===== config.mk =====
export PLATFORM = sky130hd
export DESIGN_NAME = bcd_to_binary
export DESIGN_NICKNAME = d
export VERILOG_FILES = /design/src/rtl/flippy_pkg.sv /design/src/rtl/bcd_nibble_correct.sv /design/src/rtl/bcd_to_binary.sv
export SDC_FILE = /design/constraint.sdc
export NUM_CORES = 1
export LEC_CHECK = 0
export ABC_AREA = 0
export CAP_MARGIN = 20
export CORE_MARGIN = 10
export CORE_UTILIZATION = 57
export DETAILED_ROUTE_END_ITERATION = 6
export PLACE_DENSITY = 0.84
export SLEW_MARGIN = 20
export SYNTH_ARGS = -nofsm -noshare
export SYNTH_HDL_FRONTEND = slang
export SYNTH_SLANG_ARGS = --single-unit

===== constraint.sdc =====
create_clock -name clock -period 3.95 [get_ports clock]
set_clock_uncertainty 0.2 [all_clocks]
set_input_delay 0.9875 -clock clock [delete_from_list [all_inputs] [get_ports clock]]
set_output_delay 0.9875 -clock clock [all_outputs]
set_load 0.005 [all_outputs]

===== src/rtl/flippy_pkg.sv =====
// Shared constants and FSM state type for the BCD/binary score conversion path.
package flippy_pkg;

    localparam int unsigned BCD_DIGIT_W     = 4;
    localparam logic [3:0]  BCD_CORR_THRESH = 4'd8;
    localparam logic [3:0]  BCD_CORR_SUB    = 4'd3;

    typedef enum logic {
        IDLE  = 1'b0,
        SHIFT = 1'b1
    } bcd2bin_state_t;

    function automatic logic bcd_digit_invalid(input logic [3:0] digit);
        return digit > 4'd9;
    endfunction

endpackage


===== src/rtl/bcd_nibble_correct.sv =====
// One BCD nibble correction step of reverse double-dabble: subtract 3 when >= 8.
module bcd_nibble_correct
    import flippy_pkg::*;
(
    input  logic [3:0] i_nibble,
    output logic [3:0] o_nibble
);

    always_comb begin
        o_nibble = i_nibble;
        if (i_nibble >= BCD_CORR_THRESH) begin
            o_nibble = i_nibble - BCD_CORR_SUB;
        end
    end

endmodule


===== src/rtl/bcd_to_binary.sv =====
// Sequential 3-digit BCD to binary converter, one reverse double-dabble step per clock.
// Optional digit range check enabled by defining BCD_TO_BINARY_CHECK_EN.
module bcd_to_binary
    import flippy_pkg::*;
#(
    parameter int DIGITS    = 3,
    parameter int BIN_WIDTH = 10
) (
    input  logic                 clock,
    input  logic                 reset,
    input  logic                 start,
    input  logic [3:0]           hundreds,
    input  logic [3:0]           tens,
    input  logic [3:0]           ones,
    output logic                 busy,
    output logic                 valid,
    output logic [BIN_WIDTH-1:0] binary,
    output logic                 error
);

    localparam int BCD_W = DIGITS * BCD_DIGIT_W;
    localparam int CNT_W = $clog2(BIN_WIDTH + 1);
    localparam int CAT_W = BCD_W + BIN_WIDTH;

    bcd2bin_state_t       r_state;
    logic [BCD_W-1:0]     r_bcd;
    logic [BIN_WIDTH-1:0] r_result;
    logic [CNT_W-1:0]     r_cnt;
    logic                 r_busy;
    logic                 r_valid;
    logic [BIN_WIDTH-1:0] r_binary;

    logic [CAT_W-1:0]     w_shift;
    logic [BCD_W-1:0]     w_bcd_shifted;
    logic [BCD_W-1:0]     w_bcd_next;
    logic [BIN_WIDTH-1:0] w_result_next;
    logic [BCD_W-1:0]     w_capture;
    logic                 w_last;

    // The BCD LSB falls into the result MSB on each shift.
    assign w_shift       = {r_bcd, r_result} >> 1;
    assign w_bcd_shifted = w_shift[CAT_W-1 -: BCD_W];
    assign w_result_next = w_shift[BIN_WIDTH-1:0];
    assign w_capture     = {hundreds, tens, ones};
    assign w_last        = (r_cnt == CNT_W'(BIN_WIDTH - 1));

    for (genvar g = 0; g < DIGITS; g++) begin : g_corr
        bcd_nibble_correct u_corr (
            .i_nibble (w_bcd_shifted[g*BCD_DIGIT_W +: BCD_DIGIT_W]),
            .o_nibble (w_bcd_next[g*BCD_DIGIT_W +: BCD_DIGIT_W])
        );
    end

`ifdef BCD_TO_BINARY_CHECK_EN
    logic r_error;
    logic r_err_pend;
    logic w_bad;

    assign w_bad = bcd_digit_invalid(hundreds) | bcd_digit_invalid(tens) |
                   bcd_digit_invalid(ones);
    assign error = r_error;
`else
    assign error = 1'b0;
`endif

    always_ff @(posedge clock or posedge reset) begin
        if (reset) begin
            r_state  <= IDLE;
            r_bcd    <= '0;
            r_result <= '0;
            r_cnt    <= '0;
            r_busy   <= 1'b0;
            r_valid  <= 1'b0;
            r_binary <= '0;
`ifdef BCD_TO_BINARY_CHECK_EN
            r_error    <= 1'b0;
            r_err_pend <= 1'b0;
`endif
        end else begin
            r_valid <= 1'b0;
            case (r_state)
                IDLE: begin
`ifdef BCD_TO_BINARY_CHECK_EN
                    // A rejected request reports one edge after capture, without leaving IDLE.
                    if (r_err_pend) begin
                        r_err_pend <= 1'b0;
                        r_binary   <= '0;
                        r_error    <= 1'b1;
                        r_valid    <= 1'b1;
                    end else if (start && w_bad) begin
                        r_err_pend <= 1'b1;
                    end else
`endif
                    if (start) begin
                        r_bcd    <= w_capture;
                        r_result <= '0;
                        r_cnt    <= '0;
                        r_busy   <= 1'b1;
                        r_state  <= SHIFT;
                    end
                end
                SHIFT: begin
                    r_bcd    <= w_bcd_next;
                    r_result <= w_result_next;
                    r_cnt    <= r_cnt + CNT_W'(1);
                    if (w_last) begin
                        r_binary <= w_result_next;
                        r_valid  <= 1'b1;
                        r_busy   <= 1'b0;
                        r_state  <= IDLE;
`ifdef BCD_TO_BINARY_CHECK_EN
                        r_error  <= 1'b0;
`endif
                    end
                end
                default: r_state <= IDLE;
            endcase
        end
    end

    assign busy   = r_busy;
    assign valid  = r_valid;
    assign binary = r_binary;

endmodule


==> impl_results.md, run 1 <==
* Status: complete, no violations
* Internal Dissipation at 1.04 mW
* Number of failing setup endpoints in the final timing report at 0
* Critical path data required time at 3.97 ns
* Gates resized, CTS repair at 0
* Count of input and output buffers at 26
* Post-Synthesis Net Count at 182
* Cell Area, Synth at 0.00180 mm2
* Clock slew seen by the registers of the worst setup and hold paths at 0.11 ns
* Antenna violations before repair at 0
* Avg Synthesized Cell Area at 11.2 um2
* Final-layout fill cell count at 237
* Clock latency of the later-clocked register in the worst-skew pair at 0.35 ns
* CP Max Fanout at 19
* GRT Total Usage at 0.116
* Maximum count of clock buffers along a single path at 2
* Synth Instances at 161
* Maximum VDD drop at 0.000390 V
* Final antenna-violating net count at 0
* Total half-perimeter wirelength after legalization and detailed placement at 2.30 mm
* Ports at 28
* Number of cell rows at 20
* CTS tree: done
* Number of setup buffers added after CTS at 0
* Number of buffers inserted during clock tree synthesis at 5
* Sink Count at 38
* Class of the worst hold path: flip-flop to flip-flop
* Worst-path cell with the longest stage delay: clkdlybuf4s50_1
* Die height at 76.1 um
* Leakage power summed over all cells at 1.01 nW
* Area of the die at 0.00580 mm2
* Start point of the critical path: start
* Core occupancy in the finished layout at 0.710
* Critical path type: input pin to flip-flop
* Cells along the critical path: clkdlybuf4s50_1 > buf_4 > nor2b_1 > a211oi_1 > a21oi_1
* Placeable core area at 0.00303 mm2
* Worst EP arrival at 2.52 ns
* Max-cap violations at 0
* Crit path time final at 2.50 ns
* Startpoint of the most critical register-to-register path: r_cnt[1]
* Sequential cell area fraction in the yosys report at 0.530
* H-tree level count at 2
* Horiz. Die Dim at 76.1 um
* Final weighted congestion in routability-driven placement at 0.770
* Via count of the first global-routing pass at 1265
* Count of hold buffers inserted by post-cts repair at 0
* Proportion of power drawn by combinational gates at 0.380
* Master cell of the clock root buffer: clkbuf_4
* Pwr/cell area at 720 mW/mm2
* Switching power share of the total at 0.327
* Global route total overflow at 0
* N_diodes at 0
* Iter 0 DRT Violations at 93
* Clk pwr share at 0.165
* Wire length of the first global-routing pass at 5.56 mm
* Largest net degree at the start of global routing at 50
* Reported net switching power at 0.506 mW
* DRC violations left at 0
* Drt first pass iters at 4
* Hold wc startpoint: busy
* Hold Fails Final Rpt at 0
* Average wire per cell in the routed design at 13.7 um
* Critical path launch point type: input pin
* Vias per inst at 5.12
* Actual slew at the worst max-slew pin at 0.726 ns
* Fraction of final layout cells sized beyond drive strength 1 at 0.101
* Number of flip-flops and latches in the synthesized netlist at 38
* Largest incremental delay on the critical path at 0.83 ns
* Growth of design area from synthesis to finish at 19.7%
* Number of max-slew violations in the final report at 0
* CP Capture Type: flip-flop
* Via total after detailed routing at 1188
* Rel. slew slack at 0.513
* Count of unique library cells instantiated by Yosys at 26
* Detailed-route wire length at 3.17 mm
* Peak clock frequency supported by timing at 0.400 GHz
* Initial core utilization at 0.593
* Number of nets in the final layout at 208
* Fin Setup TNS at 0 ns
* Seq pwr share at 0.454
* YS warnings at 0
* Setup repair after global routing missed its margin: no
* Final Cycle Share at 0.633
## state kept, by name (all words and copies together) (netlist names)
register,count
r_bcd,12
binary,10
r_result,9
r_cnt,4
busy,1
r_state,1
valid,1
## cells by family after synthesis
group | Yosys count | share of synthesized area
DFF | 38 | 0.530
buffers and inverters | 17 | 0.0481
muxes | 20 | 0.137
and+or+nand+nor | 44 | 0.125
other | 1 | 0.00209
adders and majority gates | 6 | 0.0418
AOI/OAI and AO/OA | 30 | 0.0920
xor gates and xnor gates | 5 | 0.0244
## cells in the final DEF, fill, tap and decap left out, drive strengths merged, types with 4 or more instances in the layout
cell	instances
clkbuf	7
inv	7
dfrtp	38
clkdlybuf4s50	26
nand2	17
a211oi	4
nand2b	12
nor2b	7
o21ai	17
mux2i	10
ha	6
a21oi	6
nor2	5
mux2	10
## per-stage QoR
stage	total power [mW]	setup slack, ns	cell area (um2)	hold WS, ns	cells
6_report	1.55	1.45	2150	0.302	232
5_1_grt	1.67	1.35	2150	0.327	232
4_1_cts	1.57	1.45	2150	0.307	232
3_5_place_dp	1.31	1.09	2070	0.287	224
3_3_place_gp	1.27	1.17	2070	0.266	224
2_1_floorplan	1.09	1.90	1800	0.249	161
## metal layers
| layer | global-route usage | up-vias | part of all wire |
|---|---|---|---|
| met2 | 0.188 | 27 | 0.48 |
| met5 | 0 | - | 0 |
| met1 | 0.128 | 568 | 0.43 |
| met3 | 0.0448 | 10 | 0.061 |
| li1 | - | 583 | - |
| met4 | 0.0669 | 0 | 0.028 |
## power groups by stage
stage                     Clock (mW)  Sequential [mW]  Combinational [mW]
after floorplan                    0            0.682               0.411
after CTS                      0.261            0.705               0.601
after global routing           0.278            0.731               0.664
after detailed placement           0            0.712               0.599
after global placement             0            0.699               0.567
final                          0.256            0.703               0.588
## path summary, 6_finish.rpt
path                             endpoint  slack [ns]  depth (start not counted)
worst min-delay path                 busy        0.30                          2
max in group asynchronous        r_bcd[7]        2.40                          3
worst max register to register  binary[7]        1.90                          4
min in group asynchronous       binary[1]        0.82                          3
worst min register to register       busy        0.30                          2
worst max-delay path             r_bcd[1]        1.45                          5
## critical path: cells and delay by family
kind            cells  cell delay [ns]
buf+inv             2             1.14
compound gates      2             0.30
simple gates        1             0.08
## synthesized netlist by cell type
| cell type | instances | area [um2] |
|---|---|---|
| nand4_1 | 1 | 6.26 |
| xnor2_1 | 2 | 17.5 |
| nand2_1 | 17 | 63.8 |
| a31oi_1 | 1 | 6.26 |
| nor2b_1 | 7 | 43.8 |
| mux2_2 | 1 | 11.3 |
| a211oi_1 | 4 | 30.0 |
| a21oi_1 | 6 | 30.0 |
| nand2b_1 | 12 | 75.1 |
| dfrtp_1 | 38 | 951 |
| ha_1 | 6 | 75.1 |
| o22ai_1 | 1 | 6.26 |
| nor2_1 | 5 | 18.8 |
| inv_1 | 7 | 26.3 |
| buf_2 | 3 | 15.0 |
| o31ai_1 | 1 | 7.51 |
| nand4b_1 | 1 | 8.76 |
| o21ai_0 | 17 | 85.1 |
| xor2_1 | 3 | 26.3 |
| clkbuf_1 | 3 | 11.3 |
| nand3b_1 | 1 | 7.51 |
| mux2i_1 | 10 | 100 |
| buf_4 | 3 | 22.5 |
| conb_1 | 1 | 3.75 |
| mux2_4 | 9 | 135 |
| buf_6 | 1 | 11.3 |
## cell type report
class,count,area (um2),share of cell area
clock buffer,7,45.0,0.0210
clock inverter,1,30.0,0.0140
inverter,7,26.3,0.0122
multi-input combinational,106,758,0.353
sequential,38,951,0.443
tap,44,55.1,0.0256
timing repair buffer,29,283,0.132
(Power assumes the default switching activity.)
==> inputs of run 2 (changes only) <==
CORE_UTILIZATION = 53   (was 57)
PLACE_DENSITY = 0.79   (was 0.84)
clock period = 2.6 ns   (was 3.95 ns; I/O delays follow)
==> impl_results.md, run 2 (synthesis gave the netlist of run 1 again) <==
* Status: complete, no violations
* Pre-CTS setup slack at 0.452 ns
* Global route total overflow at 0
* Max-cap violations at 0
* Setup slack of the most critical reg-to-reg path at 0.49 ns
* Actual slew at the worst max-slew pin at 0.790 ns
* Top register by number of flip-flops: r_bcd
* Hold wc startpoint: r_bcd[10]
* Placed Area at 0.00209 mm2
* Setup repair after global routing missed its margin: no
* Growth of design area from synthesis to finish at 19.0%
* Average wire per cell in the routed design at 14.4 um
* Number of setup buffers added after CTS at 0
* CP Max Fanout at 11
* Commonest non-fill, non-tap cells in the layout: 38 x dfrtp_1, 26 x clkdlybuf4s50_1, 17 x nand2_1, 17 x o21ai_0, 12 x nand2b_1
* Class of the worst hold path: flip-flop to flip-flop
* Initial core utilization at 0.542
* Worst EP arrival at 2.15 ns
* Crit path time final at 2.11 ns
* Final weighted congestion in routability-driven placement at 0.703
* Final Cycle Share at 0.812
* Master cell of the clock root buffer: clkbuf_4
* Reg2reg path depth at 4
* Critical path type: flip-flop to flip-flop
* Critical path data required time at 2.64 ns
* Most common cell after layout, fill and taps aside: dfrtp_1
* Placeable core area at 0.00331 mm2
* Leakage power summed over all cells at 1.01 nW
* Startpoint of the most critical register-to-register path: r_cnt[1]
* Slack of the critical path at 0.489 ns
* Drt first pass iters at 4
* Largest net degree at the start of global routing at 50
* Number of nets in the final layout at 208
* Die height at 78.2 um
* Worst-case hold path end point: r_bcd[9]
* GRT Total Usage at 0.116
* Number of buffers inserted during clock tree synthesis at 5
* Antenna violations before repair at 0
* Critical path launch point type: flip-flop
* Clock latency of the later-clocked register in the worst-skew pair at 0.34 ns
* Wire length of the first global-routing pass at 5.74 mm
* Count of hold buffers inserted by post-cts repair at 0
* Number of failing setup endpoints in the final timing report at 0
* Final antenna-violating net count at 0
* Horiz. Die Dim at 78.2 um
* Number of placed instances, taps included at 226
* Rel. slew slack at 0.471
* Sink Count at 38
* Clock slew seen by the registers of the worst setup and hold paths at 0.11 ns
* Via total after detailed routing at 1194
* CP Capture Type: flip-flop
* Cell Count, Final, Fillers Out at 233
* CTS tree: done
* Via count of the first global-routing pass at 1249
* Peak clock frequency supported by timing at 0.474 GHz
* N_diodes at 0
* Pwr/cell area at 1060 mW/mm2
* Instance count along the most critical hold path at 2
* DRC violations left at 0
* Hold Fails Final Rpt at 0
* Flip-flop count of the largest register after layout at 12
* Number of cell rows at 21
* Count of input and output buffers at 26
* Detailed-route wire length at 3.35 mm
* Maximum count of clock buffers along a single path at 2
* Core occupancy in the finished layout at 0.645
* Gates resized, CTS repair at 0
* Area of the die at 0.00612 mm2
* Fin Setup TNS at 0 ns
* Maximum VDD drop at 0.000518 V
* Final non-filler cell area at 0.00214 mm2
* Iter 0 DRT Violations at 85
* H-tree level count at 2
* Number of max-slew violations in the final report at 0
* Total half-perimeter wirelength after legalization and detailed placement at 2.38 mm
* Ports at 28
* Fraction of final layout cells sized beyond drive strength 1 at 0.107
* RR Endpoint: binary[0]
* Vias per inst at 5.12
==> run 2: how the worst max path moves through the flow <==
stage                   start  slack (ns)        end
floorplan               reset        0.89  binary[0]
global placement        start        0.54   r_cnt[3]
detailed placement      start        0.45   r_cnt[3]
CTS                 binary[0]        0.47  binary[0]
global route         r_cnt[1]        0.40  binary[7]
finish               r_cnt[1]        0.49  binary[0]
==> run 2: where the power goes <==
| part | leakage (nW) | switching (mW) | internal (mW) |
|---|---|---|---|
| Sequential | 0.479 | 0.217 | 0.854 |
| Clock | 0.0308 | 0.187 | 0.0972 |
| Combinational | 0.496 | 0.381 | 0.524 |
| Total | 1.01 | 0.785 | 1.48 |
==> run 2: area by class of cell <==
class                      count  area, um2
clock buffer                   5       37.5
clock inverter                 2       10.0
fill                         285       1170
inverter                       7       26.3
multi-input combinational    106        758
sequential                    38        951
tap                           46       57.6
timing repair buffer          29        295
==> run 2: critical path: stages (launching register included) <==
cell and delay [ns]:
dfrtp_1 0.41, inv_1 0.08, ha_1 0.15, nand4b_1 0.62, mux2_4 0.54
==> run 2: metal layers <==
metal / wire, um / global-route usage / vias up
met4: 70 / 0.0645 / 0
met2: 1650 / 0.193 / 22
met1: 1440 / 0.127 / 586
li1: - / - / 581
met5: 0 / 0 / -
met3: 181 / 0.0399 / 5
==> run 2: metrics by stage <==
stage	power (mW)	hold slack, ns
finish	2.26	0.305
global route	2.45	0.344
CTS	2.30	0.311
detailed placement	2.01	0.282
global placement	1.93	0.259
floorplan	1.66	0.249
==> inputs of run 3 (changes only) <==
clock period = 2.2 ns   (was 2.6 ns; I/O delays follow)
==> impl_results.md, run 3 (synthesis gave the netlist of run 1 again) <==
* Number of nets in the final layout at 209
* Sink Count at 38
* Vias per inst at 5.18
* Maximum count of clock buffers along a single path at 2
* Number of failing setup endpoints in the final timing report at 0
* Commonest non-fill, non-tap cells in the layout: 38 x dfrtp_1, 26 x clkdlybuf4s50_1, 17 x nand2_1, 17 x o21ai_0, 12 x nand2b_1
* GRT Total Usage at 0.111
* Crit path time final at 1.99 ns
* Max-cap violations at 0
* Leakage power summed over all cells at 1.02 nW
* Hold Fails Final Rpt at 0
* Average wire per cell in the routed design at 13.8 um
* Flip-flop count of the largest register after layout at 12
* Final weighted congestion in routability-driven placement at 0.708
* Drt first pass iters at 4
* Status: complete, no violations
* Footprint of the flip-flops and latches at 951 um2
* Start point of the critical path: binary[1]
* Global route total overflow at 0
* Via count of the first global-routing pass at 1222
* Peak clock frequency supported by timing at 0.502 GHz
* N_diodes at 0
* Clock slew seen by the registers of the worst setup and hold paths at 0.12 ns
* CP Capture Type: primary output
* Top register by number of flip-flops: r_bcd
* Worst-path cell with the longest stage delay: clkdlybuf4s50_1
* Fin Setup TNS at 0 ns
* Ports at 28
* Maximum VDD drop at 0.000589 V
* Iter 0 DRT Violations at 86
* Final-layout fill cell count at 275
* Total half-perimeter wirelength after legalization and detailed placement at 2.22 mm
* Critical path launch point type: flip-flop
* Number of buffers inserted during clock tree synthesis at 5
* Setup repair after global routing missed its margin: no
* Buffering stage count on the worst path with inverters included at 1
* Number of setup buffers added after CTS at 0
* Clock latency of the later-clocked register in the worst-skew pair at 0.34 ns
* Number of max-slew violations in the final report at 0
* Master cell of the clock root buffer: clkbuf_4
* Placeable core area at 0.00331 mm2
* Core occupancy in the finished layout at 0.658
* Multi-input gate area at 758 um2
* Horiz. Die Dim at 78.2 um
* CP Max Fanout at 2
* Fraction of final layout cells sized beyond drive strength 1 at 0.116
* H-tree level count at 2
* Cell family with the largest share of critical-path delay: buffers and inverters
* Die height at 78.2 um
* Via total after detailed routing at 1217
* Count of input and output buffers at 26
* Class of the worst hold path: flip-flop to flip-flop
* Critical path data required time at 1.45 ns
* CTS tree: done
* Final Cycle Share at 0.905
* Detailed-route wire length at 3.25 mm
* DRC violations left at 0
* Worst EP arrival at 1.24 ns
* Largest incremental delay on the critical path at 0.51 ns
* Initial core utilization at 0.542
* Reg2reg path depth at 4
* Pwr/cell area at 1290 mW/mm2
* Hold wc startpoint: r_bcd[11]
* Path length in cells of the critical path at 1
* Critical path type: flip-flop to primary output
* Gates resized, CTS repair at 0
* Antenna violations before repair at 0
* Count of hold buffers inserted by post-cts repair at 0
* Growth of design area from synthesis to finish at 21.3%
* Most common cell after layout, fill and taps aside: dfrtp_1
* Number of cell rows at 21
* Final antenna-violating net count at 0
* Cells along the critical path: clkdlybuf4s50_1
* Area of the die at 0.00612 mm2
* Instance count along the most critical hold path at 2
* Wire length of the first global-routing pass at 5.58 mm
* Startpoint of the most critical register-to-register path: r_cnt[0]
* Largest net degree at the start of global routing at 50
[run 3: cell types whose count changed in the layout (fill, tap and decap cells not counted), sizes merged]
cell      previous run  this run
clkinv               2         0
clkinvlp             0         2
buf                  3         4
bufinv               0         1
[run 3: per-stage QoR]
step           cells  hold slack (ns)  power, mW  worst slack, ns  cell area (um2)
6_report         235            0.303       2.82            0.209             2180
5_1_grt          235            0.345       3.04            0.144             2180
4_1_cts          235            0.312       2.85            0.189             2180
3_5_place_dp     227            0.283       2.36            0.224             2100
3_3_place_gp     227            0.261       2.28            0.287             2100
2_1_floorplan    161            0.249       1.96            0.589             1800
[run 3: layout make-up]
cell class,count,share of cell area
clock buffer,5,0.0172
sequential,38,0.437
clock inverter,3,0.0207
tap,46,0.0264
inverter,7,0.0121
multi-input combinational,106,0.348
timing repair buffer,30,0.139
[run 3: power by group]
group          leakage (nW)  total (mW)  internal (mW)  switching, mW
clock network        0.0374       0.478          0.238          0.239
registers             0.479        1.26           1.01          0.249
logic                 0.500        1.08          0.624          0.457
[run 3: metal layers]
metal | wire length, um | GRT usage
met2 | 1550 | 0.182
met3 | 199 | 0.0478
met1 | 1470 | 0.125
met4 | 26 | 0.0430
met5 | 0 | 0
[run 3: worst paths after layout]
check	endpoint	slack (ns)
hold / removal	r_bcd[10]	0.30
max in group asynchronous	r_result[6]	1.06
setup reg to reg	binary[8]	0.56
min in group asynchronous	busy	0.41
hold reg to reg	r_bcd[10]	0.30
setup / recovery	binary[1]	0.21
==> RTL edit 1 (settings of run 2) <==
Build with the macro `BCD_TO_BINARY_CHECK_EN` defined.
--- a/src/rtl/bcd_to_binary.sv
+++ b/src/rtl/bcd_to_binary.sv
@@ -1,4 +1,6 @@
 // Sequential 3-digit BCD to binary converter, one reverse double-dabble step per clock.
 // Optional digit range check enabled by defining BCD_TO_BINARY_CHECK_EN.
+`define BCD_TO_BINARY_CHECK_EN
+
 module bcd_to_binary
     import flippy_pkg::*;
Behaviour: not the same (Yosys sat finds a counterexample within 4 cycles, from zero or initial values and one cycle with reset high).
==> RTL edit 1 against run 2 <==
Via count is 11% higher. Critical path depth is 2 higher. Design area is 3.5% higher. Worst setup slack worse by 0.019 ns. Wire length is 9.0% higher. Synthesized area is 0.49% higher. Sequential cell count is 2 higher. Combinational power is 11% lower. First-iteration DRC count is 1.2% higher. Power is 0.86% higher. Clock power is 39% higher.
==> RTL edit 1: results (changes against run 2) <==
Cell variety after synth -> 28 (+7.7%)
minimum setup slack in the final design -> 0.470 ns (-0.0191 ns)
slew at the pin with the worst max-slew slack -> 0.708 ns (-0.0816 ns)
result of the run -> finished, final reports clean
sequential-to-total area share from yosys stat -> 55.5% (+2.5 points)
number of buffers added on ports -> 27 (+3.8%)
global-route wire length before repair -> 6350 µm (+11%)
Setup crit start -> start
detailed-routed wire length on met3 -> 253 µm (+40%)
number of violations reported at the end of detailed-routing iteration 0 -> 86 (+1.2%)
capturing instance or port of the critical path -> r_bcd[4]
gate count of the mapped netlist -> 162 (+0.62%)
internal power -> 1.51 mW (+2.4%)
number of nets in the final layout -> 215 (+3.4%)
Post-Place Worst Slack -> 0.117 ns (-0.335 ns)
routed length on met1 -> 1640 µm (+13%)
global placement routability congestion -> 0.849 (+21%)
CP max-delay cell -> clkdlybuf4s50_1
endpoint of the most critical register-to-register path -> binary[7]
met2 Resource Use GR -> 20.3% (+0.99 points)
placed cell count -> 233 (+3.1%)
CP Data Arrival Time -> 2.18 ns (+0.03 ns)
global routing met1 resource utilization -> 14.5% (+1.8 points)
worst reg2reg path startpoint -> r_state
peak supply drop -> 0.457 mV (-12%)
P_leak -> 0.999 nW (-0.72%)
hold-critical path depth -> 1 (-1)
fillcell total -> 286 (+0.35%)
most area-consuming cells after synthesis -> dfrtp_1, a22o_1, ha_1, o21ai_0, nand2_1
fraction of layout instances using a drive strength above 1 -> 8.72% (-2.0 points)
peak fanout along the critical path -> 12 (+1)
routed via count -> 1326 (+11%)
detailed-placement wirelength estimate -> 2730 µm (+15%)
Total GRT Usage -> 12.6% (+0.99 points)
post-synthesis net count -> 183 (+0.55%)
number of vias per cell -> 5.50 (+7.4%)
ranking of synthesized cells by instance count -> dfrtp_1, a22o_1, nand2_1
HP Start -> binary[0]
Crit path largest cell delay -> 0.47 ns (-0.15 ns)
initial antenna violation count -> 0 (unchanged)
met3 track utilization from global routing -> 5.58% (+1.6 points)
## RTL edit 1: changes by cell type in the layout (fill, tap and decap cells not counted), moves of 3 or more
cell      change
a22o_1       +20
o21a_1        +3
a211oi_1      -4
mux2_4        -9
nor2b_1       -4
buf_4         +4
a221o_1       +3
mux2i_1       -5
nor2_1        +9
o21ai_0       -4
nand2b_1     -11
## RTL edit 1: area by class of cell
| class | count | area (µm²) | share of cell area, % |
|---|---|---|---|
| clock inverters | 2 | 35.0 | 1.58 |
| repair buffers | 33 | 315 | 14.3 |
| flip-flops and latches | 40 | 1000 | 45.3 |
| well taps | 46 | 57.6 | 2.60 |
| multi-input cells | 106 | 731 | 33.1 |
| inverters | 8 | 30.0 | 1.36 |
| clock buffers | 6 | 41.3 | 1.87 |
## RTL edit 1: metrics by stage
stage	hold slack, ns	area (µm²)
after floorplan	0.246	1800
after global placement	0.273	2130
after detailed placement	0.282	2130
after CTS	0.316	2210
after global routing	0.334	2210
final	0.308	2210
## RTL edit 1: power groups by stage
stage / Sequential (mW) / Combinational (mW) / Clock [mW]
after floorplan: 1.03 / 0.514 / 0
final: 1.08 / 0.804 / 0.397
after global routing: 1.12 / 0.903 / 0.443
after detailed placement: 1.09 / 0.819 / 0
after global placement: 1.07 / 0.792 / 0
after CTS: 1.08 / 0.822 / 0.409
## RTL edit 1: kinds of logic (layout without fill, tap and decap cells)
| logic type | Yosys count | count (layout) | share of synthesized area [%] |
|---|---|---|---|
| AO/OA/AOI/OAI | 47 | 47 | 19.1 |
| adder cells (fa/ha/maj) | 6 | 6 | 4.16 |
| AND/OR/NAND/NOR | 43 | 43 | 12.1 |
| flip-flops | 40 | 40 | 55.5 |
| XOR/XNOR | 5 | 5 | 2.43 |
| multiplexers | 5 | 5 | 2.77 |
| buffers and inverters | 16 | 49 | 4.02 |
==> RTL edit 2 (settings of run 2) <==
Without the edit above. Reset style: synchronous (`reset`), changed in one clocked block.
--- a/src/rtl/bcd_to_binary.sv
+++ b/src/rtl/bcd_to_binary.sv
@@ -64,5 +64,5 @@
 `endif
 
-    always_ff @(posedge clock or posedge reset) begin
+    always_ff @(posedge clock) begin
         if (reset) begin
             r_state  <= IDLE;
Function: differs if reset is asserted again (counterexample within 4 cycles, from zero or initial values and one cycle with reset high); with reset held inactive, the same outputs for 10 cycles.
==> RTL edit 2 against run 2 <==
Worst setup slack better by 0.058 ns. Hold slack worse by 0.022 ns. Die area is 5.0% lower. Design area is 7.0% lower. Sequential cell count stayed put. Wire length is 6.5% lower. Synthesized area is 6.7% lower. Critical endpoint is now binary[0]. Largest cell class is now multi-input gates. Highest routed layer unchanged.
Power is not compared: it rests on default switching activity, and its combinational part moved more than twofold at a synthesized area within 25%.
==> RTL edit 2: results (changes against run 2) <==
result of the run -> finished, final reports clean
routed via count -> 1233 (+3.3%)
CP max-delay cell -> clkdlybuf4s50_1
complex-gate fraction of the synthesized area -> 16.9% (+7.7 points)
global-route wire length before repair -> 5460 µm (-4.9%)
CP Data Arrival Time -> 1.20 ns (-0.95 ns)
met2 Resource Use GR -> 18.9% (-0.45 points)
fraction of layout instances using a drive strength above 1 -> 5.76% (-4.9 points)
met3 track utilization from global routing -> 4.60% (+0.61 points)
xor/xnor cell area share of the yosys netlist -> 2.09% (-0.35 points)
Crit path largest cell delay -> 0.52 ns (-0.10 ns)
Post-Place Worst Slack -> 0.403 ns (-0.0495 ns)
ranking of synthesized cells by instance count -> dfxtp_1, nor2_1, a211oi_1, a21oi_1, a22o_1
Largest delay share family, worst path -> buffers and inverters
peak fanout along the critical path -> 2 (-9)
fillcell total -> 249 (-13%)
post-synthesis net count -> 190 (+4.4%)
Total GRT Usage -> 11.1% (-0.54 points)
post-CTS clock slew at the launch and capture registers of the worst setup and hold paths -> 0.09 ns (-0.02 ns)
Yosys warning total -> 0 (unchanged)
placed cell count -> 229 (+1.3%)
most area-consuming cells after synthesis -> dfxtp_1, mux2i_1, a211oi_1, a22o_1, ha_1
placement-stage cell area -> 1940 µm² (-7.3%)
largest net degree at the start of global routing -> 48 (-4.0%)
gate count of the mapped netlist -> 169 (+5.0%)
Cell variety after synth -> 31 (+19%)
part of the total power dissipated in sequential elements -> 59.4%
Synth-to-Final Area Change -> 18.6%
adder-cell area share of the yosys netlist -> 4.48% (+0.30 points)
mux share of post-synthesis cell area -> 7.39% (-6.3 points)
global routing met1 resource utilization -> 11.7% (-0.95 points)
global placement routability congestion -> 0.679 (-3.4%)
routed length per instance -> 13.3 µm (-7.3%)
slew at the pin with the worst max-slew slack -> 0.658 ns (-0.132 ns)
number of nets in the final layout -> 213 (+2.4%)
total detailed-routing wirelength -> 3130 µm (-6.5%)
post-synthesis async set-or-reset flop share -> 0% (-100 points)
number of violations reported at the end of detailed-routing iteration 0 -> 71 (-16%)
==> RTL edit 2: per-layer routing <==
metal	wire length (µm)	vias to the layer above
met5	0	-
met4	28	0
met3	178	4
met2	1540	25
met1	1380	575
li1	-	629
==> RTL edit 2: final timing paths <==
kind | depth (start not counted) | slack (ns) | start | end
worst max-delay path | 1 | 0.55 | binary[0] | binary[0]
worst max register to register | 4 | 0.83 | r_cnt[0] | binary[1]
worst min register to register | 1 | 0.28 | binary[8] | binary[8]
worst min-delay path | 1 | 0.28 | binary[8] | binary[8]
==> RTL edit 2: worst register-to-register path, cell delays in order, from the launching register on <==
cell	delay [ns]
dfxtp_1	0.42
ha_1	0.17
nand4b_1	0.15
nor2_1	0.54
a22o_1	0.22
==> RTL edit 2: area by class of cell <==
cell class                      instances  share of cell area (%)
Sequential cell                        38                    38.3
Multi-Input combinational cell        112                    40.2
Inverter                                5                   0.945
Timing Repair Buffer                   30                    15.2
Tap cell                               44                    2.77
Clock buffer                            6                    2.58
